<file path="src/rtl/ts_submit_manage_module_pkg.sv">
// Shared definitions for the TS submit manager.
// Provides the descriptor/address widths, the counter width, the FSM state
// encoding and a saturating-increment helper for the statistics counters.
package ts_submit_manage_module_pkg;

    localparam int DESC_W = 40;
    localparam int ADDR_W = 5;
    localparam int CNT_W  = 16;

    typedef enum logic [1:0] {
        ST_IDLE   = 2'd0,
        ST_LOOKUP = 2'd1,
        ST_OUTPUT = 2'd2
    } tsm_state_e;

    // Counters stick at all-ones instead of wrapping.
    function automatic logic [CNT_W-1:0] sat_inc(input logic [CNT_W-1:0] v);
        return (&v) ? v : v + 1'b1;
    endfunction

endpackage

</file>
<file path="src/rtl/ts_submit_manage_module_table.sv">
// ts_desc_table: descriptor storage with a per-entry valid bitmap.
// Ports:
//   i_clk, i_rst_n              clock, async active-low reset (valid bits only)
//   i_wr, iv_wr_addr, iv_wr_data write port; ignored if the entry is occupied
//   i_clr, iv_rd_addr           combinational read port, clears valid at edge
//   ov_rd_data, o_rd_valid      data/valid of entry iv_rd_addr
//   ov_valid                    whole valid bitmap
//   o_wr_drop                   current write is being rejected
module ts_desc_table
    import ts_submit_manage_module_pkg::*;
#(
    parameter int DESC_W_P = DESC_W,
    parameter int ADDR_W_P = ADDR_W
) (
    input  logic                       i_clk,
    input  logic                       i_rst_n,
    input  logic                       i_wr,
    input  logic [ADDR_W_P-1:0]        iv_wr_addr,
    input  logic [DESC_W_P-1:0]        iv_wr_data,
    input  logic                       i_clr,
    input  logic [ADDR_W_P-1:0]        iv_rd_addr,
    output logic [DESC_W_P-1:0]        ov_rd_data,
    output logic                       o_rd_valid,
    output logic [(1<<ADDR_W_P)-1:0]   ov_valid,
    output logic                       o_wr_drop
);

    localparam int DEPTH = 1 << ADDR_W_P;

    logic [DEPTH-1:0][DESC_W_P-1:0] mem;
    logic [DEPTH-1:0]               valid;
    logic [DEPTH-1:0]               valid_nxt;
    logic                           clr_same;
    logic                           wr_ok;

    assign ov_rd_data = mem[iv_rd_addr];
    assign o_rd_valid = valid[iv_rd_addr];
    assign ov_valid   = valid;

    // Consume-then-write: an entry being cleared this cycle counts as free,
    // so a same-entry write lands behind the consume instead of dropping.
    assign clr_same  = i_clr && (iv_rd_addr == iv_wr_addr);
    assign o_wr_drop = i_wr && valid[iv_wr_addr] && !clr_same;
    assign wr_ok     = i_wr && !o_wr_drop;

    always_comb begin
        valid_nxt = valid;
        if (i_clr) valid_nxt[iv_rd_addr] = 1'b0;
        if (wr_ok) valid_nxt[iv_wr_addr] = 1'b1;
    end

    always_ff @(posedge i_clk or negedge i_rst_n) begin
        if (!i_rst_n) valid <= '0;
        else          valid <= valid_nxt;
    end

    // Data array is not reset; valid bits gate every use of it.
    always_ff @(posedge i_clk) begin
        if (wr_ok) mem[iv_wr_addr] <= iv_wr_data;
    end

endmodule

</file>
<file path="src/rtl/ts_submit_manage_module.sv">
// ts_submit_manage_module: caches TS packet descriptors written by the host
// and hands them to the transmit stage on schedule requests.
// Ports:
//   i_clk, i_rst_n                      clock, async active-low reset
//   i_ts_descriptor_wr/addr/descriptor  host descriptor write
//   i_ts_submit_addr_wr/iv_ts_submit_addr, o_ts_submit_addr_ack
//                                       schedule request / one-cycle ack
//   ov_ts_descriptor, o_ts_descriptor_wr, i_ts_descriptor_ready
//                                       valid/ready descriptor output
//   ov_entry_valid                      per-entry valid bitmap
//   ov_miss_cnt, ov_drop_cnt            saturating statistics
//   ov_tsm_state                        FSM state for debug
module ts_submit_manage_module
    import ts_submit_manage_module_pkg::*;
#(
    parameter int DESC_W = ts_submit_manage_module_pkg::DESC_W,
    parameter int ADDR_W = ts_submit_manage_module_pkg::ADDR_W
) (
    input  logic                      i_clk,
    input  logic                      i_rst_n,
    input  logic                      i_ts_descriptor_wr,
    input  logic [ADDR_W-1:0]         iv_ts_descriptor_addr,
    input  logic [DESC_W-1:0]         iv_ts_descriptor,
    input  logic                      i_ts_submit_addr_wr,
    input  logic [ADDR_W-1:0]         iv_ts_submit_addr,
    output logic                      o_ts_submit_addr_ack,
    output logic [DESC_W-1:0]         ov_ts_descriptor,
    output logic                      o_ts_descriptor_wr,
    input  logic                      i_ts_descriptor_ready,
    output logic [(1<<ADDR_W)-1:0]    ov_entry_valid,
    output logic [CNT_W-1:0]          ov_miss_cnt,
    output logic [CNT_W-1:0]          ov_drop_cnt,
    output logic [1:0]                ov_tsm_state
);

    tsm_state_e          state;
    logic [ADDR_W-1:0]   sub_addr;
    logic [DESC_W-1:0]   rd_data;
    logic                rd_valid;
    logic                wr_drop;
    logic                lookup;

    assign lookup       = (state == ST_LOOKUP);
    assign ov_tsm_state = state;

    ts_desc_table #(
        .DESC_W_P (DESC_W),
        .ADDR_W_P (ADDR_W)
    ) u_table (
        .i_clk      (i_clk),
        .i_rst_n    (i_rst_n),
        .i_wr       (i_ts_descriptor_wr),
        .iv_wr_addr (iv_ts_descriptor_addr),
        .iv_wr_data (iv_ts_descriptor),
        .i_clr      (lookup),
        .iv_rd_addr (sub_addr),
        .ov_rd_data (rd_data),
        .o_rd_valid (rd_valid),
        .ov_valid   (ov_entry_valid),
        .o_wr_drop  (wr_drop)
    );

    always_ff @(posedge i_clk or negedge i_rst_n) begin
        if (!i_rst_n) begin
            state                <= ST_IDLE;
            sub_addr             <= '0;
            o_ts_submit_addr_ack <= 1'b0;
            o_ts_descriptor_wr   <= 1'b0;
            ov_ts_descriptor     <= '0;
            ov_miss_cnt          <= '0;
        end else begin
            case (state)
                ST_IDLE: begin
                    o_ts_submit_addr_ack <= 1'b0;
                    if (i_ts_submit_addr_wr) begin
                        sub_addr             <= iv_ts_submit_addr;
                        o_ts_submit_addr_ack <= 1'b1;
                        state                <= ST_LOOKUP;
                    end
                end
                // The table clears the entry at this edge whether or not it hit.
                ST_LOOKUP: begin
                    o_ts_submit_addr_ack <= 1'b0;
                    if (rd_valid) begin
                        ov_ts_descriptor   <= rd_data;
                        o_ts_descriptor_wr <= 1'b1;
                        state              <= ST_OUTPUT;
                    end else begin
                        ov_miss_cnt <= sat_inc(ov_miss_cnt);
                        state       <= ST_IDLE;
                    end
                end
                ST_OUTPUT: begin
                    if (i_ts_descriptor_ready) begin
                        o_ts_descriptor_wr <= 1'b0;
                        state              <= ST_IDLE;
                    end
                end
                default: begin
                    o_ts_submit_addr_ack <= 1'b0;
                    o_ts_descriptor_wr   <= 1'b0;
                    ov_ts_descriptor     <= '0;
                    state                <= ST_IDLE;
                end
            endcase
        end
    end

    always_ff @(posedge i_clk or negedge i_rst_n) begin
        if (!i_rst_n)     ov_drop_cnt <= '0;
        else if (wr_drop) ov_drop_cnt <= sat_inc(ov_drop_cnt);
    end

endmodule

</file>
<file path="config.mk">
export PLATFORM = sky130hd
export DESIGN_NAME = ts_submit_manage_module
export DESIGN_NICKNAME = d
export VERILOG_FILES = /design/src/rtl/ts_submit_manage_module_pkg.sv /design/src/rtl/ts_submit_manage_module_table.sv /design/src/rtl/ts_submit_manage_module.sv
export SDC_FILE = /design/constraint.sdc
export NUM_CORES = 1
export LEC_CHECK = 0
export CORE_MARGIN = 4
export CORE_UTILIZATION = 50
export DETAILED_ROUTE_END_ITERATION = 6
export GPL_ROUTABILITY_DRIVEN = 1
export PLACE_DENSITY = 0.81
export SYNTH_ARGS = -nofsm -noshare
export SYNTH_HDL_FRONTEND = slang
export SYNTH_SLANG_ARGS = --single-unit
</file>
<file path="constraint.sdc">
create_clock -name i_clk -period 5.7 [get_ports i_clk]
set_input_delay 1.14 -clock i_clk [delete_from_list [all_inputs] [get_ports i_clk]]
set_output_delay 1.14 -clock i_clk [all_outputs]
set_load 0.01 [all_outputs]
</file>
[Word-level counts from Yosys, hierarchy flattened]
Index checks and enable logic that the tools add are counted.
Operators by class
  add/sub/neg operators: 2
  magnitude comparators: 4
  equal/unequal tests: 6
  multiplexer cells: 26
  bitwise logic cells: 8
  reductions and logical operators: 18
Operator list (count)
  bitwise mux 1280 bit: 1
  binary-select mux 40 bit (select 5 bit): 1
  demux 40 bit (select 5 bit): 1
  2-to-1 mux 40 bit: 3
  case mux 40 bit (2 select lines): 1
  2-to-1 mux 32 bit: 2
  adder 16 x 1 -> 16 bit, second input constant: 2
  AND 32 bit: 1
  NOT 32 bit: 1
  bitwise OR 32 bit: 1
  AND reduction 16 bit: 2
  < comparator 5 x 6 -> 1 bit, second input constant: 2
  binary-select mux 1 bit (select 5 bit): 2
  demux 1 bit (select 5 bit): 2
  >= comparator 5 x 1 -> 1 bit, second input constant: 2
  AND reduction 2 bit: 4
  2-to-1 mux 1 bit: 7
  logical AND 1 bit: 6
  2-to-1 mux 2 bit: 3
  inequality test 2 bit, second input constant: 3
  case mux 2 bit (3 select lines): 1
  AND reduction 3 bit: 2
  equality test 5 bit: 1
  NOT 1 bit: 5
  other kinds (7): 8
Storage, ports and cells
  register bits after elaboration: 1393
  output and inout bits: 108

[Longest topological paths before layout]
Gate-level depths: netlist of run 1.
  word-level depth: 9
  depth in mapped cells: 10
  mapped depth without buffers: 6

[Hierarchy]
From an unflattened synthesis of run 1, not the netlist that was laid out.
Unflattened totals
  cell total of the unflattened synthesis: 2439
  area, all modules: 53483.8 um2
Modules (own cells, without submodules)
  ts_desc_table: instances 1, cells an instance 2180, area an instance 50098.0 um2, sequential area each 39237.6 um2
  ts_submit_manage_module: instances 1, cells an instance 259, area an instance 3385.7 um2, sequential area each 2026.9 um2

[Worst setup path after synthesis of run 1]
No wires, ideal clock.
  kind: input to register
  from: in iv_ts_descriptor_addr[0]
  to: reg u_table.mem[320] (netlist name) (enable)
  library setup time: 0.537 ns
  data arrival time: 6.092 ns
  data required time: 5.163 ns
  slack: -0.929 ns
  stages on the path: 6
  path buffers: 1
  cells stage by stage: buf_6 -> mux4_2 -> nor2b_4 -> a21oi_2 -> a41oi_2 -> nor4_1
On the way
  longest elaborated chain between the ends: 6
RTL lines
  start: declaration: RTL line ts_submit_manage_module.sv:22  | input logic [ADDR_W-1:0] iv_ts_descriptor_addr,
  binary-select mux 1 bit (select 5 bit) or equality test 5 bit (tied branches): RTL line ts_submit_manage_module_table.sv:43, ts_submit_manage_module_table.sv:42
  2-to-1 mux 1 bit (not written as such) or logical AND 1 bit (tied branches): RTL line ts_submit_manage_module_table.sv:43, ts_submit_manage_module_table.sv:42
  logical AND 1 bit or logical NOT 1 bit (tied branches): RTL line ts_submit_manage_module_table.sv:43  | assign o_wr_drop = i_wr && valid[iv_wr_addr] && !clr_same;
  logical AND 1 bit *: RTL line ts_submit_manage_module_table.sv:43
  logical NOT 1 bit *: RTL line ts_submit_manage_module_table.sv:44  | assign wr_ok = i_wr && !o_wr_drop;
  logical AND 1 bit *: RTL line ts_submit_manage_module_table.sv:44
  end signal: indexed assignment: RTL line ts_submit_manage_module_table.sv:59  | if (wr_ok) mem[iv_wr_addr] <= iv_wr_data;
  end: declaration: RTL line ts_submit_manage_module_table.sv:30  | logic [DEPTH-1:0][DESC_W_P-1:0] mem;
Mark *: on every way between the ends. The rest lies on a longest branch, timed or not. The select of a mux whose other input is x is not followed.
A chain may end at the register's enable or synchronous reset.

[Worst setup path after layout of run 1]
  from: in iv_ts_descriptor_addr[0]
  to: reg u_table.mem[416] (netlist name) (enable)
The elaborated chain is that of the path after synthesis.

==> results of run 1 <==
==> sequential cells by signal, summed over array words and instances, names as in the netlist <==
register              count
o_ts_submit_addr_ack      1
ov_miss_cnt              16
sub_addr                  5
ov_drop_cnt              16
u_table.ov_valid         32
ov_ts_descriptor         40
ov_tsm_state              2
u_table.mem            1280
o_ts_descriptor_wr        1
==> cell usage after synthesis, drive strengths merged, types with 4 or more instances <==
master / n
mux2: 9
buf: 74
nor2: 40
nand3: 15
edfxtp: 1280
or3: 7
inv: 4
xnor2: 22
nand3b: 8
and3: 9
nand2b: 5
dfrtp: 113
or3b: 4
xor2: 11
clkbuf: 72
o21ai: 68
o22ai: 5
a22oi: 164
mux4: 329
mux2i: 14
nand2: 15
a22o: 40
nand4: 53
nor3: 11
==> layer usage <==
layer / up-vias / share of wire / global-route usage
met2: 2212 / 0.49 / 0.407
met1: 14700 / 0.36 / 0.337
met5: - / 0.000092 / 0
li1: 10700 / - / -
met3: 406 / 0.10 / 0.0564
met4: 2 / 0.045 / 0.107
==> cell families (layout without fill, tap and decap cells) <==
| group | Yosys count | count (layout) | share of synthesized area |
|---|---|---|---|
| buffers and inverters | 150 | 472 | 0.0135 |
| AOI/OAI and AO/OA | 286 | 286 | 0.0390 |
| muxes | 352 | 352 | 0.144 |
| DFF | 1393 | 1393 | 0.776 |
| xor gates and xnor gates | 33 | 33 | 0.00544 |
| adders and majority gates | 2 | 2 | 0.000471 |
| and+or+nand+nor | 187 | 187 | 0.0216 |
==> power breakdown <==
| group | switching, mW | internal (mW) |
|---|---|---|
| combinational | 3.82 | 3.15 |
| clock | 3.82 | 4.83 |
| sequential | 0.563 | 11.5 |
| total | 8.21 | 19.5 |
==> through the flow <==
stage / hold WS, ps / area, um^2 / std cells
after floorplan: 516 / 53200 / 2403
after global placement: 462 / 57000 / 3877
after detailed placement: 470 / 57000 / 3877
after CTS: 459 / 61200 / 4116
after global routing: 506 / 61200 / 4116
final: 459 / 61200 / 4116
==> worst min path at each step <==
| stage | cells after the start | endpoint | start |
|---|---|---|---|
| after floorplan | 1 | ov_miss_cnt[6] | ov_miss_cnt[6] |
| after global placement | 1 | o_ts_descriptor_wr | o_ts_descriptor_wr |
| after detailed placement | 1 | o_ts_descriptor_wr | o_ts_descriptor_wr |
| after CTS | 1 | u_table.ov_valid[28] | i_rst_n |
| after global routing | 1 | ov_drop_cnt[7] | i_rst_n |
| final | 1 | ov_drop_cnt[7] | i_rst_n |
==> area by class of cell <==
type	instances	area (um^2)
Sequential cell	1393	41300
Tap cell	1391	1740
Clock buffer	176	3670
Clock inverter	63	529
Timing Repair Buffer	229	2500
Inverter	4	15.0
Multi-Input combinational cell	860	11500
Fill cell	7039	44200
==> results.cfg, run 1 <==
[placement]
post-place-ws_ps = 525
port_buffers = 162
post-dp-hpwl_mm = 71.5
gp_congestion = 0.835

[clocking]
cts.clk_slew.worst_paths_ps = 60
htreeDepth = 4
clock_latency_ps = 750
clockBufferDepth = 3
cts_made_buffers = 137
cts_tree = done
cts_resized = 0
hold_buffers = 0
post_cts_buffers = 0
clock_sinks = 1393
clockRootBuffer = clkbuf_16

[floorplanning]
die-area_um2 = 112000
die_x_um = 334
core-area_um2 = 105000
ioPinCount = 163
num_rows = 119
floorplan.initialDensity = 0.504
chipHeight_um = 334

[timing]
finalHoldViolCount = 0
relSlewSlack = 0.0380
fin_crit_ps = 4520
rsz0062_at_grt = false
min_period_over_period = 0.793
worst_slew_pin_slew_ps = 1440
setup_tns_ps = 0
finalWorstSetupSlack_ps = 1180
clock_skew_ps = 42.0
fmax_mhz = 221
final_max_slew_viol_count = 0
setup_violations = 0

[critical_path]
reg2reg_slack_ps = 1530
timing.rr.start = sub_addr[1]
crit_chain = clkdlybuf4s50_1 -> buf_4 -> mux2i_1 -> o22ai_1 -> o21ai_0 -> a41oi_2 -> or3_1 -> buf_4 -> nor2_4 -> buf_4
end_kind = flip-flop
critical_path_arrival_ps = 4880
cp_common_cell = buf_4
startpoint = iv_ts_descriptor_addr[0]
crit_path_end = u_table.mem[416]
path_delay_family = buffers and inverters
path_max_fanout = 25
reg2reg_depth = 6
cp.depth = 10
critPathSlowestCell = clkdlybuf4s50_1
slowest_delay_ps = 1010
cp.required_ps = 6060
worstReg2RegEnd = ov_ts_descriptor[6]
path_buf_inv = 4
startpoint_type = input pin
crit_type = input pin to flip-flop

[drt]
drc = 0
via_per_inst = 6.80
dr.pass1.iters = 6
ant_nets = 0
via_count = 28000
wl_per_cell_um = 34.2
initialDrtViolationCount = 4125
drt-total-wl_mm = 141

[job]
max_cap_violations = 0

[synthesis]
synth.avg_cell_area_um2 = 22.1
yosys.area.top_type = edfxtp_1
synth-main-ff-cell = edfxtp_1
synth_top_area_frac = 0.723
syn_nets = 2460
ys_warn_count = 0
ys_ff_latch = 1393
ys_seq_area_frac = 0.776
syn-cell-area_um2 = 53200
synth_edf_count = 1280
ys_top_cells_by_area = edfxtp_1 (72%), mux4_2 (14%), dfrtp_1 (5.3%)
synthArstFlopShare = 0.0811
synthCells = 2403
synth_cell_types = 58

[grt]
antenna_found_initial = 2
grt_pass1_vias = 28400
grt_overflow = 0
grt_use_total = 0.252
grt_max_degree = 108
grt_pass1_wl_mm = 204

[final_layout]
n_antenna_cell = 0
final_core_util = 0.580
layout_commonest_cell = edfxtp_1
area_growth_pct = 15.1
layout-drive-gt1-share = 0.241
mostFrequentLayoutCells = edfxtp_1 (1280), mux4_2 (327), a22oi_1 (163), clkdlybuf4s50_1 (160), clkbuf_16 (139)
nets = 2682

[power_and_ir_drop]
total_power_mw = 27.7
power.leakage_nw = 19.3
p_per_area_nw_per_um2 = 453
vdd_drop_max_mv = 0.404

[worst_hold_path]
hp-class = input pin to async pin

[run_status]
outcome = completed
Note: power is estimated with default switching activity, not from simulation.
==> run 2, diff against run 1 <==
==> constraint.sdc (replaced) <==
create_clock -name i_clk -period 3.9 [get_ports i_clk]
set_input_delay 0.78 -clock i_clk [delete_from_list [all_inputs] [get_ports i_clk]]
set_output_delay 0.78 -clock i_clk [all_outputs]
set_load 0.01 [all_outputs]
==> results.cfg, run 2 (synthesis gave the netlist of run 1 again) <==
[timing]
worst_slew_pin_slew_ps = 796
setup_violations = 0
rsz0062_at_grt = false
fmax_mhz = 302
relSlewSlack = 0.470
clock_skew_ps = 26.2
finalHoldViolCount = 0
final_max_slew_viol_count = 0
min_period_over_period = 0.850
fin_crit_ps = 3320

[clocking]
cts_tree = done
cts_resized = 0
clock_sinks = 1393
clockBufferDepth = 3
clockRootBuffer = clkbuf_16
htreeDepth = 4
clock_latency_ps = 740
post_cts_buffers = 0
hold_buffers = 0
cts.clk_slew.worst_paths_ps = 60
cts_made_buffers = 136

[critical_path]
cp_common_cell = buf_12
critical_path_arrival_ps = 3730
worstReg2RegEnd = ov_ts_descriptor[13]
end_kind = flip-flop
timing.rr.start = sub_addr[0]
cp.required_ps = 4310
startpoint_type = input pin
crit_chain = clkdlybuf4s50_1 -> buf_12 -> mux4_2 -> nor2b_4 -> a21oi_2 -> a41oi_2 -> or3_1 -> buf_12 -> nor2_4 -> buf_12
critPathSlowestCell = clkdlybuf4s50_1
reg2reg_slack_ps = 610
crit_path_end = u_table.mem[267]
reg2reg_depth = 6
startpoint = iv_ts_descriptor_addr[0]
crit_type = input pin to flip-flop
slowest_delay_ps = 520
path_max_fanout = 22

[floorplanning]
die_x_um = 334
die-area_um2 = 112000
ioPinCount = 163
num_rows = 119
chipHeight_um = 334
core-area_um2 = 105000
floorplan.initialDensity = 0.504

[placement]
post-dp-hpwl_mm = 88.8
port_buffers = 162
dp_cells = 3997
gp_congestion = 0.904

[power_and_ir_drop]
p_per_area_nw_per_um2 = 669
power.leakage_nw = 20.1
total_power_mw = 42.0
vdd_drop_max_mv = 0.467

[final_layout]
top_register = u_table.mem
area_growth_pct = 18.2
mostFrequentLayoutCells = edfxtp_1 (1280), mux4_2 (327), a22oi_1 (163), clkdlybuf4s50_1 (161), clkbuf_16 (138)
largest_reg_flops = 1280
layout-drive-gt1-share = 0.280
nets = 2801
final_core_util = 0.596
layoutNonFillerInstCount = 4240
fillers = 6960
layout_commonest_cell = edfxtp_1

[job]
max_cap_violations = 0

[drt]
via_count = 28800
wl_per_cell_um = 35.1
drt-total-wl_mm = 149
ant_nets = 0
via_per_inst = 6.79
initialDrtViolationCount = 4817
dr.pass1.iters = 7
drc = 0

[grt]
grt_overflow = 0
grt_max_degree = 109
antenna_found_initial = 6
grt_use_total = 0.268
grt_pass1_vias = 28800
grt_pass1_wl_mm = 215

[run_status]
outcome = completed

[worst_hold_path]
hp-class = input pin to async pin
-- run 2: worst max-delay path: cells and delay by family --
kind            cells  cell delay [ps]
simple gates        3              890
buf+inv             4             1150
mux                 1              510
compound gates      2              330
-- run 2: area by class of cell --
cell class | count | area, um^2 | area share
Antenna cell | 1 | 2.50 | 0.0000398
Clock buffer | 162 | 3560 | 0.0567
Clock inverter | 80 | 875 | 0.0139
Inverter | 4 | 15.0 | 0.000239
Multi-Input combinational cell | 860 | 11500 | 0.182
Sequential cell | 1393 | 41300 | 0.657
Tap cell | 1391 | 1740 | 0.0277
Timing Repair Buffer | 349 | 3920 | 0.0623
-- run 2: metal layers --
metal / GRT usage / wire length [um] / up-vias
met5: 0 / 13 / -
met4: 0.128 / 8580 / 2
met3: 0.0541 / 16500 / 458
met2: 0.440 / 73700 / 2640
met1: 0.349 / 50300 / 14800
li1: - / - / 10900
-- run 2: power breakdown --
group	switching (mW)	internal, mW	total, mW
logic	6.52	4.88	11.4
clock network	5.61	7.62	13.2
registers	0.588	16.8	17.4
total	12.7	29.3	42.0
-- run 2: worst min path at each step --
stage	startpoint	end	slack, ps	depth (start not counted)
final	i_rst_n	ov_drop_cnt[7]	110	1
after detailed placement	ov_ts_descriptor[13]	ov_ts_descriptor[13]	490	1
after global routing	i_rst_n	ov_miss_cnt[15]	180	1
after global placement	ov_miss_cnt[10]	ov_miss_cnt[10]	470	1
after CTS	i_rst_n	ov_ts_descriptor[3]	110	1
after floorplan	i_rst_n	o_ts_descriptor_wr	480	0
-- run 2: through the flow --
stage | setup WS (ps) | area, um^2 | hold slack [ps] | setup TNS [ps]
floorplan | -674 | 53300 | 484 | -232470
global placement | -66.0 | 58400 | 470 | -5040
detailed placement | -104 | 58400 | 490 | -18330
CTS | 629 | 62800 | 110 | 0
global route | 496 | 62800 | 181 | 0
finish | 584 | 62800 | 114 | 0
